--- config.mk ---
export PLATFORM = sky130hd
export DESIGN_NAME = led_matrix_scan_flat
export DESIGN_NICKNAME = d
export VERILOG_FILES = /design/src/rtl/led_matrix_pkg.sv /design/src/rtl/led_matrix_scan_if.sv /design/src/rtl/led_scan_timer.sv /design/src/rtl/led_matrix_scan.sv /design/src/flat_wrapper.sv
export SDC_FILE = /design/constraint.sdc
export NUM_CORES = 1
export LEC_CHECK = 0
export BUFFER_PORTS_ARGS = -buffer_cell sky130_fd_sc_hd__buf_2
export CAP_MARGIN = 20
export CORE_MARGIN = 2
export CORE_UTILIZATION = 55
export CTS_CLUSTER_SIZE = 30
export DETAILED_ROUTE_END_ITERATION = 8
export PLACE_DENSITY = 0.78
export SKIP_LAST_GASP = 1
export SLEW_MARGIN = 20
export SYNTH_ARGS = -nofsm -noshare
export SYNTH_HDL_FRONTEND = slang
export SYNTH_HIERARCHICAL = 1
export SYNTH_SLANG_ARGS = --single-unit
--- constraint.sdc ---
create_clock -name CLK -period 3 [get_ports CLK]
set_input_delay 0.3 -clock CLK [delete_from_list [all_inputs] [get_ports CLK]]
set_output_delay 0.3 -clock CLK [all_outputs]
set_load 0.005 [all_outputs]
--- src/rtl/led_matrix_pkg.sv ---
// Shared constants, types and helpers for the LED matrix scan driver.
package led_matrix_pkg;

  localparam int unsigned DefRows = 7;
  localparam int unsigned DefCols = 5;
  localparam int unsigned DefDiv  = 1000;
  localparam int unsigned MaxRows = 16;

  typedef logic [DefCols-1:0] row_vec_t;

  // Row strobe for a row index; callers truncate to their own ROWS width.
  function automatic logic [MaxRows-1:0] onehot(input logic [3:0] row_idx);
    logic [MaxRows-1:0] vec;
    vec          = '0;
    vec[row_idx] = 1'b1;
    return vec;
  endfunction

endpackage

--- src/rtl/led_matrix_scan_if.sv ---
// Pixel-write, swap and matrix-pin signals of the LED matrix scan driver.
interface led_matrix_scan_if
  import led_matrix_pkg::*;
#(
  parameter int unsigned ROWS = DefRows,
  parameter int unsigned COLS = DefCols
);
  localparam int unsigned RowW = $clog2(ROWS);
  localparam int unsigned ColW = $clog2(COLS);

  logic            EN;
  logic            WR_EN;
  logic [RowW-1:0] WR_ROW;
  logic [ColW-1:0] WR_COL;
  logic            WR_DATA;
  logic            CLR;
  logic            SWAP;
  logic            SWAP_PEND;
  logic [ROWS-1:0] ROW_OUT;
  logic [COLS-1:0] COL_OUT;
  logic            FRAME_START;

  modport master (
    output EN, WR_EN, WR_ROW, WR_COL, WR_DATA, CLR, SWAP,
    input  SWAP_PEND, ROW_OUT, COL_OUT, FRAME_START
  );

  modport slave (
    input  EN, WR_EN, WR_ROW, WR_COL, WR_DATA, CLR, SWAP,
    output SWAP_PEND, ROW_OUT, COL_OUT, FRAME_START
  );

endinterface

--- src/rtl/led_scan_timer.sv ---
// Row dwell divider and row index counter; both hold while the scan is disabled.
module led_scan_timer
  import led_matrix_pkg::*;
#(
  parameter int unsigned ROWS = DefRows,
  parameter int unsigned DIV  = DefDiv,
  localparam int unsigned RowW = $clog2(ROWS),
  localparam int unsigned DivW = $clog2(DIV)
) (
  input  logic            clk_i,
  input  logic            rst_i,
  input  logic            en_i,
  output logic [RowW-1:0] row_idx_o,
  output logic            row_start_o,
  output logic            frame_end_o
);

  logic [DivW-1:0] div_cnt_q, div_cnt_d;
  logic [RowW-1:0] row_idx_q, row_idx_d;
  logic            div_wrap, row_wrap;

  always_comb begin
    div_wrap  = (div_cnt_q == DivW'(DIV - 1));
    row_wrap  = (row_idx_q == RowW'(ROWS - 1));
    div_cnt_d = div_cnt_q;
    row_idx_d = row_idx_q;
    if (en_i) begin
      if (div_wrap) begin
        div_cnt_d = '0;
        row_idx_d = row_wrap ? '0 : row_idx_q + RowW'(1);
      end else begin
        div_cnt_d = div_cnt_q + DivW'(1);
      end
    end
  end

  always_ff @(posedge clk_i or posedge rst_i) begin
    if (rst_i) begin
      div_cnt_q <= '0;
      row_idx_q <= '0;
    end else begin
      div_cnt_q <= div_cnt_d;
      row_idx_q <= row_idx_d;
    end
  end

  assign row_idx_o   = row_idx_q;
  assign row_start_o = (div_cnt_q == '0);
  assign frame_end_o = div_wrap && row_wrap;

endmodule

--- src/rtl/led_matrix_scan.sv ---
// Double-buffered, time-multiplexed LED matrix driver: shadow writes, frame-boundary
// commit, and registered one-hot row strobe with a blank cycle at each row start.
module led_matrix_scan
  import led_matrix_pkg::*;
#(
  parameter int unsigned ROWS = DefRows,
  parameter int unsigned COLS = DefCols,
  parameter int unsigned DIV  = DefDiv
) (
  input logic              CLK,
  input logic              RST,
  led_matrix_scan_if.slave bus
);

  localparam int unsigned RowW = $clog2(ROWS);

  logic [RowW-1:0] row_idx;
  logic            row_start;
  logic            frame_end;
  logic            commit;

  logic [COLS-1:0] shadow_q  [ROWS];
  logic [COLS-1:0] shadow_d  [ROWS];
  logic [COLS-1:0] display_q [ROWS];
  logic [COLS-1:0] display_d [ROWS];
  logic            swap_pend_q, swap_pend_d;
  logic [ROWS-1:0] row_out_q, row_out_d;
  logic [COLS-1:0] col_out_q, col_out_d;
  logic            frame_start_q, frame_start_d;

  led_scan_timer #(
    .ROWS (ROWS),
    .DIV  (DIV)
  ) u_timer (
    .clk_i       (CLK),
    .rst_i       (RST),
    .en_i        (bus.EN),
    .row_idx_o   (row_idx),
    .row_start_o (row_start),
    .frame_end_o (frame_end)
  );

  always_comb begin
    commit = swap_pend_q && bus.EN && frame_end;

    shadow_d = shadow_q;
    if (bus.CLR) begin
      for (int r = 0; r < ROWS; r++) shadow_d[r] = '0;
    end else if (bus.WR_EN && (32'(bus.WR_ROW) < ROWS) && (32'(bus.WR_COL) < COLS)) begin
      shadow_d[bus.WR_ROW][bus.WR_COL] = bus.WR_DATA;
    end

    // Commit takes the pre-edge shadow, so a same-edge write waits for the next swap.
    display_d = display_q;
    if (commit) display_d = shadow_q;

    swap_pend_d = swap_pend_q;
    if (commit)        swap_pend_d = bus.SWAP;
    else if (bus.SWAP) swap_pend_d = 1'b1;

    row_out_d = '0;
    col_out_d = '0;
    if (bus.EN && !row_start) begin
      row_out_d = ROWS'(onehot(4'(row_idx)));
      col_out_d = display_q[row_idx];
    end

    frame_start_d = bus.EN && row_start && (row_idx == '0);
  end

  always_ff @(posedge CLK or posedge RST) begin
    if (RST) begin
      for (int r = 0; r < ROWS; r++) begin
        shadow_q[r]  <= '0;
        display_q[r] <= '0;
      end
      swap_pend_q   <= 1'b0;
      row_out_q     <= '0;
      col_out_q     <= '0;
      frame_start_q <= 1'b0;
    end else begin
      shadow_q      <= shadow_d;
      display_q     <= display_d;
      swap_pend_q   <= swap_pend_d;
      row_out_q     <= row_out_d;
      col_out_q     <= col_out_d;
      frame_start_q <= frame_start_d;
    end
  end

  assign bus.SWAP_PEND   = swap_pend_q;
  assign bus.ROW_OUT     = row_out_q;
  assign bus.COL_OUT     = col_out_q;
  assign bus.FRAME_START = frame_start_q;

endmodule
--- src/flat_wrapper.sv ---
// flat-port wrapper written by rule: the top's interface ports become plain ports
module led_matrix_scan_flat import led_matrix_pkg::*;
#(
  parameter int unsigned ROWS = DefRows,
  parameter int unsigned COLS = DefCols,
  parameter int unsigned DIV  = DefDiv
)
  (CLK, RST, bus_EN, bus_WR_EN, bus_WR_ROW, bus_WR_COL, bus_WR_DATA, bus_CLR, bus_SWAP, bus_SWAP_PEND, bus_ROW_OUT, bus_COL_OUT, bus_FRAME_START);
  led_matrix_scan_if #(.ROWS(ROWS), .COLS(COLS)) bus_i ();
  input logic CLK;
  input logic RST;
  input wire logic [$bits(bus_i.EN)-1:0] bus_EN;
  input wire logic [$bits(bus_i.WR_EN)-1:0] bus_WR_EN;
  input wire logic [$bits(bus_i.WR_ROW)-1:0] bus_WR_ROW;
  input wire logic [$bits(bus_i.WR_COL)-1:0] bus_WR_COL;
  input wire logic [$bits(bus_i.WR_DATA)-1:0] bus_WR_DATA;
  input wire logic [$bits(bus_i.CLR)-1:0] bus_CLR;
  input wire logic [$bits(bus_i.SWAP)-1:0] bus_SWAP;
  output wire logic [$bits(bus_i.SWAP_PEND)-1:0] bus_SWAP_PEND;
  output wire logic [$bits(bus_i.ROW_OUT)-1:0] bus_ROW_OUT;
  output wire logic [$bits(bus_i.COL_OUT)-1:0] bus_COL_OUT;
  output wire logic [$bits(bus_i.FRAME_START)-1:0] bus_FRAME_START;
  assign bus_i.EN = bus_EN;
  assign bus_i.WR_EN = bus_WR_EN;
  assign bus_i.WR_ROW = bus_WR_ROW;
  assign bus_i.WR_COL = bus_WR_COL;
  assign bus_i.WR_DATA = bus_WR_DATA;
  assign bus_i.CLR = bus_CLR;
  assign bus_i.SWAP = bus_SWAP;
  assign bus_SWAP_PEND = bus_i.SWAP_PEND;
  assign bus_ROW_OUT = bus_i.ROW_OUT;
  assign bus_COL_OUT = bus_i.COL_OUT;
  assign bus_FRAME_START = bus_i.FRAME_START;
  led_matrix_scan #(.ROWS(ROWS), .COLS(COLS), .DIV(DIV)) u_core (.CLK(CLK), .RST(RST), .bus(bus_i));
endmodule
=== After elaboration in Yosys (flattened, before gate mapping) ===
Cells that the tools add are included.

* Multiplexer cells: 18
* Reduce and logical (&&, ||, !) cells: 17
* Eq/ne operators: 2
* Add/sub/neg operators: 2
* Magnitude comparators: 9
* Bitwise logic cells: 2

{| class="wikitable"
|+ Operators with widths
! operator !! number
|-
| $mux 35 || 2
|-
| $bwmux 35 || 1
|-
| $mux 5 || 4
|-
| $bmux 5 s3 || 1
|-
| $demux 5 s3 || 1
|-
| $logic_and 1x1->1 || 11
|-
| $add 10x1->10 const B || 1
|-
| $eq 10x10->1 const B || 1
|-
| $logic_not 10->1 || 1
|-
| $mux 10 || 1
|-
| $ge 4x4->1 const B || 2
|-
| $not 3->4 || 2
|-
| $mux 7 || 1
|-
| $demux 1 s3 || 2
|-
| $ge 3x1->1 const B || 2
|-
| $lt 3x3->1 const B || 2
|-
| $lt 3x5->1 const B || 1
|-
| $lt 3x4->1 const B || 1
|-
| $lt 4x1->1 const B || 1
|-
| $mux 1 || 4
|-
| $reduce_bool 2->1 || 2
|-
| $add 3x1->3 const B || 1
|-
| $eq 3x3->1 const B || 1
|-
| $logic_not 3->1 || 1
|-
| 3 further kinds || 3
|}

* Output and inout bits: 14
* Flip-flop bits (word level): 97
* Input port bits: 13
* Word-level logic and storage cells: 70

=== Longest topological paths before layout ===
* Depth after elaboration: 9
* Depth in mapped cells: 8
* Mapped depth without buffers: 8

=== Modules after synthesis ===
The synthesis kept the hierarchy.

{| class="wikitable"
|+ Modules (own cells, without submodules)
! module !! cells an instance !! instances !! area an instance (um^2) !! seq. area each (um^2)
|-
| led_matrix_scan || 328 || 1 || 3,891.2 || 2,102.0
|-
| led_scan_timer || 85 || 1 || 815.8 || 325.3
|}

=== Worst setup path after synthesis ===
Ideal clock, no wire load.

* Path type: reg2reg
* Start point: reg u_core.u_timer.div_cnt_q[5]
* End point: reg u_core/display_q[0] (netlist name)
* Data required time: 2,872 ps
* Clock period less this slack: 2,073 ps
* Path slack: 927 ps
* Path buffers: 3
* Setup time: 128 ps
* Stages on the path, launching flop included: 9
* Arrival time: 1,945 ps
* Path through: dfrtp_1 > clkbuf_2 > and4_1 > clkbuf_1 > nand4_1 > nor4_1 > nand3_2 > buf_2 > mux2_1

* Word-level cells in the longest chain between the ends: 3

{| class="wikitable"
|+ Ends and longest elaborated chain
! what !! RTL line !! source
|-
| from (decl) || led_scan_timer.sv:18 || <nowiki>logic [DivW-1:0] div_cnt_q, div_cnt_d;</nowiki>
|-
| from (signal assigned) || led_scan_timer.sv:42 || <nowiki>div_cnt_q <= div_cnt_d;</nowiki>
|-
| $eq 10x10->1 || led_scan_timer.sv:23 || <nowiki>div_wrap = (div_cnt_q == DivW'(DIV - 1));</nowiki>
|-
| $logic_and 1x1->1 || led_scan_timer.sv:49 || <nowiki>assign frame_end_o = div_wrap && row_wrap;</nowiki>
|-
| via u_core.frame_end || led_matrix_scan.sv:19 || <nowiki>logic frame_end;</nowiki>
|-
| $logic_and 1x1->1 || led_matrix_scan.sv:44 || <nowiki>commit = swap_pend_q && bus.EN && frame_end;</nowiki>
|-
| to (signal assigned) || led_matrix_scan.sv:83 || <nowiki>display_q <= display_d;</nowiki>
|-
| to (decl) || led_matrix_scan.sv:24 || <nowiki>logic [COLS-1:0] display_q [ROWS];</nowiki>
|}

The timed path passes the listed nets, and every way through them passes these cells.
A chain may end at the register's enable or synchronous reset.

=== Final worst setup path ===
* Start point: reg u_core.u_timer.div_cnt_q[6]
* End point: reg u_core/display_q[1] (netlist name)

Same word-level chain as after synthesis.

==> flow_results.org <==
** Min path
- The worst hold path belongs to the class in2reg.

** Routing
- The routed design has roughly 10000 µm of wire.
- In the routed design, unresolved DRC markers number 0.
- The first routing iteration left 159 violations.
- Mean number of vias per cell :: 6.27
- Average detailed-routed wire length per instance :: 18.5 µm
- Once detail routing completed, the nets flagged for antenna violations numbered 0.
- The final route contains around 3400 vias.
- Number of iterations in the first detailed-routing pass :: 4

** Yosys
- Yosys mapped the design onto 72 distinct sky130hd cell types.
- Post-synth ARST share :: 100%
- Net count after synthesis :: around 430
- Netlist area before placement :: 0.00471 mm²
- The most used flip-flop cell after synthesis is dfrtp_1.
- In this run the mean area of a mapped cell was about 11 µm².
- Yosys warnings :: 6
- Synthesis inferred 97 register bits.
- Number of enable-type register cells in the synthesized netlist :: 0
- Instance count of the mapped netlist :: between 400 and 500
- Sequential cells were found to cover 51.6% of the synthesized design area.

** Final layout
- Antenna Cells :: 0
- Fraction of final layout cells with drive strength greater than 1 :: 23.4%
- Summed area of non-filler cells in the final layout :: 0.00512 mm²
- From synthesis to final layout, the design area changed by 8.69%.
- Nets@finish :: 446

** Worst setup path
- By startpoint and endpoint, the worst setup path is classified as reg2reg.
- Data arrival at the endpoint of the critical path :: around 2.5 ns
- Capturing element type of the critical path :: flip-flop
- Highest fanout seen on the critical path :: 35
- Worst path required time :: 3.24 ns
- The worst setup path is launched from a flip-flop.
- The setup check on the worst reg-to-reg path leaves a slack of slightly below 0.8 ns.

** Global route
- GR Util All Layers :: 23.4%
- The first global-routing pass estimated 16600 µm of wire.
- Entering global routing, the biggest net connects 37 pins.
- The total overflow left after global routing is 0.
- Via count of the first global-routing pass :: 3266
- Met1 track demand over resource in global routing :: 31.6%
- Routing layer with the top usage in global route :: met2
- Number of antenna violations at the first check in global routing :: 0
- In the global route stage, met2 resource usage came out at 37.9%.
- Global routing consumed, on the met3 layer, 5.74% of the routing resources.

** Power and ir drop
- For this design the static power due to leakage is 2.32 nW.
- The worst-case IR drop observed on VDD is around 0.3 mV.
- The design draws 2.57 mW.
- Power per Cell Area :: 502 mW/mm²

** STA
- Based on the critical path, the design can be clocked at up to 0.449 GHz.
- Final number of hold-violating endpoints :: 0
- Final-report max-slew violation count :: 0
- Summed over all failing endpoints, the final setup total negative slack is 0 ns.
- Setup violations remaining at the end of the flow were counted as 0.
- In the finished design, the share of the clock period the worst path needs comes to between 70% and 80%.
- For the pin with the worst max-slew slack, the measured transition is ~0.67 ns.
- Headroom to the max-slew limit came out at 55.4%.
- RSZ-0062 raised after global routing :: false
- Between clock sinks in the finished design, the worst skew comes to 0.0142 ns.
- Counting I/O delays and the setup requirement, the final critical path takes between 2 and 2.5 ns.

** Floorplan
- Std cell rows :: 33
- The floorplan step defined a core boundary enclosing roughly 0.0083 mm².
- Starting Density :: 57.0%
- The floorplan step defined a die boundary enclosing just over 0.009 mm².
- Measured along the x axis, the die boundary spans approximately 97 µm.
- Height of the die :: 96.5 µm
- During I/O placement, the number of pins put on the boundary was 27.

** Outcome
- The run finished with clean final reports.

** Clocking
- In this run the clock root is driven by a clkbuf_8.
- After clock tree synthesis, the clock-pin slew on the worst setup and hold paths is 0.10 ns.
- Clock tree from TritonCTS :: built
- Level count of the clock H-tree :: 3
- The tree built by TritonCTS fans out to 97 sinks.
- Post-CTS timing repair inserted 0 buffers for setup.
- No sink is reached through more buffers than the 2 on the longest clock path.
- Buffers inserted during clock tree synthesis total 9.
- For the worst-skew pair, the clock arrives at the later sink with an insertion delay of 0.36 ns.

** Place
- Summing all placed instances gives a cell area of 0.00489 mm².
- Port Buffers :: 26
- Gpl congestion :: about 0.84
- Detailed Place HPWL :: 7040 µm

** Job
- Number of max-capacitance violations reported :: 0
## state kept, by name, summed over array words and instances, names as in the netlist
| name | flops |
|---|---|
| u_core/bus.ROW_OUT | 7 |
| u_core/display_q | 35 |
| u_core/shadow_q | 35 |
| u_core/u_timer/div_cnt_q | 10 |
| u_core/u_timer/row_idx_o | 3 |
| u_core/bus.COL_OUT | 5 |
| u_core/bus.SWAP_PEND | 1 |
| u_core/bus.FRAME_START | 1 |
## per-stage QoR
stage          hold slack [ns]  cells  utilization (%)  setup WS (ns)
2_1_floorplan            0.177    413                -          0.535
3_3_place_gp             0.373    523             59.0          0.935
3_5_place_dp             0.379    524             59.2          0.861
4_1_cts                  0.111    541             62.0          0.804
5_1_grt                  0.117    541             62.0          0.590
6_report                 0.122    541             62.0          0.773
## what timing repair did
action | 4_1_cts | 5_1_grt
hold buffers | 1 | 0
endpoints found under the hold margin | 13 | 0
resized for setup | 0 | 0
## metal layers
layer  vias to the layer above  wire length, µm
met1                      1684             4500
met5                         -                0
met4                         0              177
met3                        19              562
li1                       1578                -
met2                       113             4760
## cell usage in the layout, fill, tap and decap left out, types with 4 or more instances in the layout
master	netlist	layout
dfrtp_1	97	97
nor2_1	9	9
nand4_1	4	4
buf_4	5	6
inv_1	10	9
clkbuf_8	0	11
mux2_2	26	26
nand2b_1	9	9
o21ai_0	8	8
mux2i_1	4	4
buf_2	11	26
or3b_1	4	4
nor3_1	5	5
mux2_1	14	14
o21ai_1	30	30
a21oi_1	36	36
nand2_1	18	18
nand3_1	34	34
## worst max-delay path, cell delays in order, from the launching register on
cell and delay, ns:
dfrtp_1 0.49, and4_1 0.39, nand4_1 0.13, nor4_1 0.34
nand3_2 0.10, buf_4 0.27, mux2_1 0.36
## report_power, final
| part | switching [mW] | total, mW | internal (mW) |
|---|---|---|---|
| registers | 0.0844 | 1.43 | 1.34 |
| clock network | 0.450 | 0.885 | 0.435 |
| logic | 0.163 | 0.253 | 0.0902 |
## final cells by class
class                           instances  area (µm²)
Tap cell                              105         131
Fill cell                             653        3140
Timing Repair Buffer                   34         205
Multi-Input combinational cell        279        2100
Sequential cell                        97        2430
Clock buffer                           11         151
Inverter                               10        38.8
Clock inverter                          5        62.6
## final timing paths
kind / startpoint / cells after the start / to
min in group asynchronous: RST / 3 / u_core/u_timer/div_cnt_q[2]
max: u_core/u_timer/div_cnt_q[6] / 6 / u_core/display_q[1]
max reg2reg: u_core/u_timer/div_cnt_q[6] / 6 / u_core/display_q[1]
min reg2reg: u_core/display_q[0] / 1 / u_core/display_q[0]
min: bus_SWAP / 2 / u_core/bus.SWAP_PEND
max in group asynchronous: RST / 5 / u_core/display_q[0]
## logic make-up (layout without fill, tap and decap cells)
group	after synthesis	in the layout	synth area share (%)
muxes	47	47	11.9
DFF	97	97	51.6
AOI/OAI and AO/OA	100	100	12.7
and+or+nand+nor	128	128	19.2
adders and majority gates	2	2	0.532
buffers and inverters	37	60	3.83
xor gates and xnor gates	2	2	0.372
## Yosys cell counts, types with 3 or more instances
cell       count  area share [%]
inv_1         10            0.80
dfrtp_1       97              52
nand4bb_1      3            0.72
nand2b_1       9             1.2
nor4_1         3            0.40
clkbuf_1       7            0.56
and4b_1        3            0.64
buf_4          5            0.80
mux2_2        26             6.2
nand3_1       34             3.6
nor3_1         5            0.53
or3b_1         4            0.74
a31oi_1        3            0.40
a21oi_1       36             3.8
nand4_1        4            0.53
mux2_1        14             3.3
mux2i_1        4            0.85
o21ai_0        8            0.85
nor2b_1        3            0.40
nor3b_2        3            0.80
buf_2         11             1.2
mux4_2         3             1.4
a41o_1         3            0.64
nor2_1         9            0.72
o21ai_1       30             3.2
nand2_1       18             1.4
No activity file was read; power rests on OpenSTA's default activity.
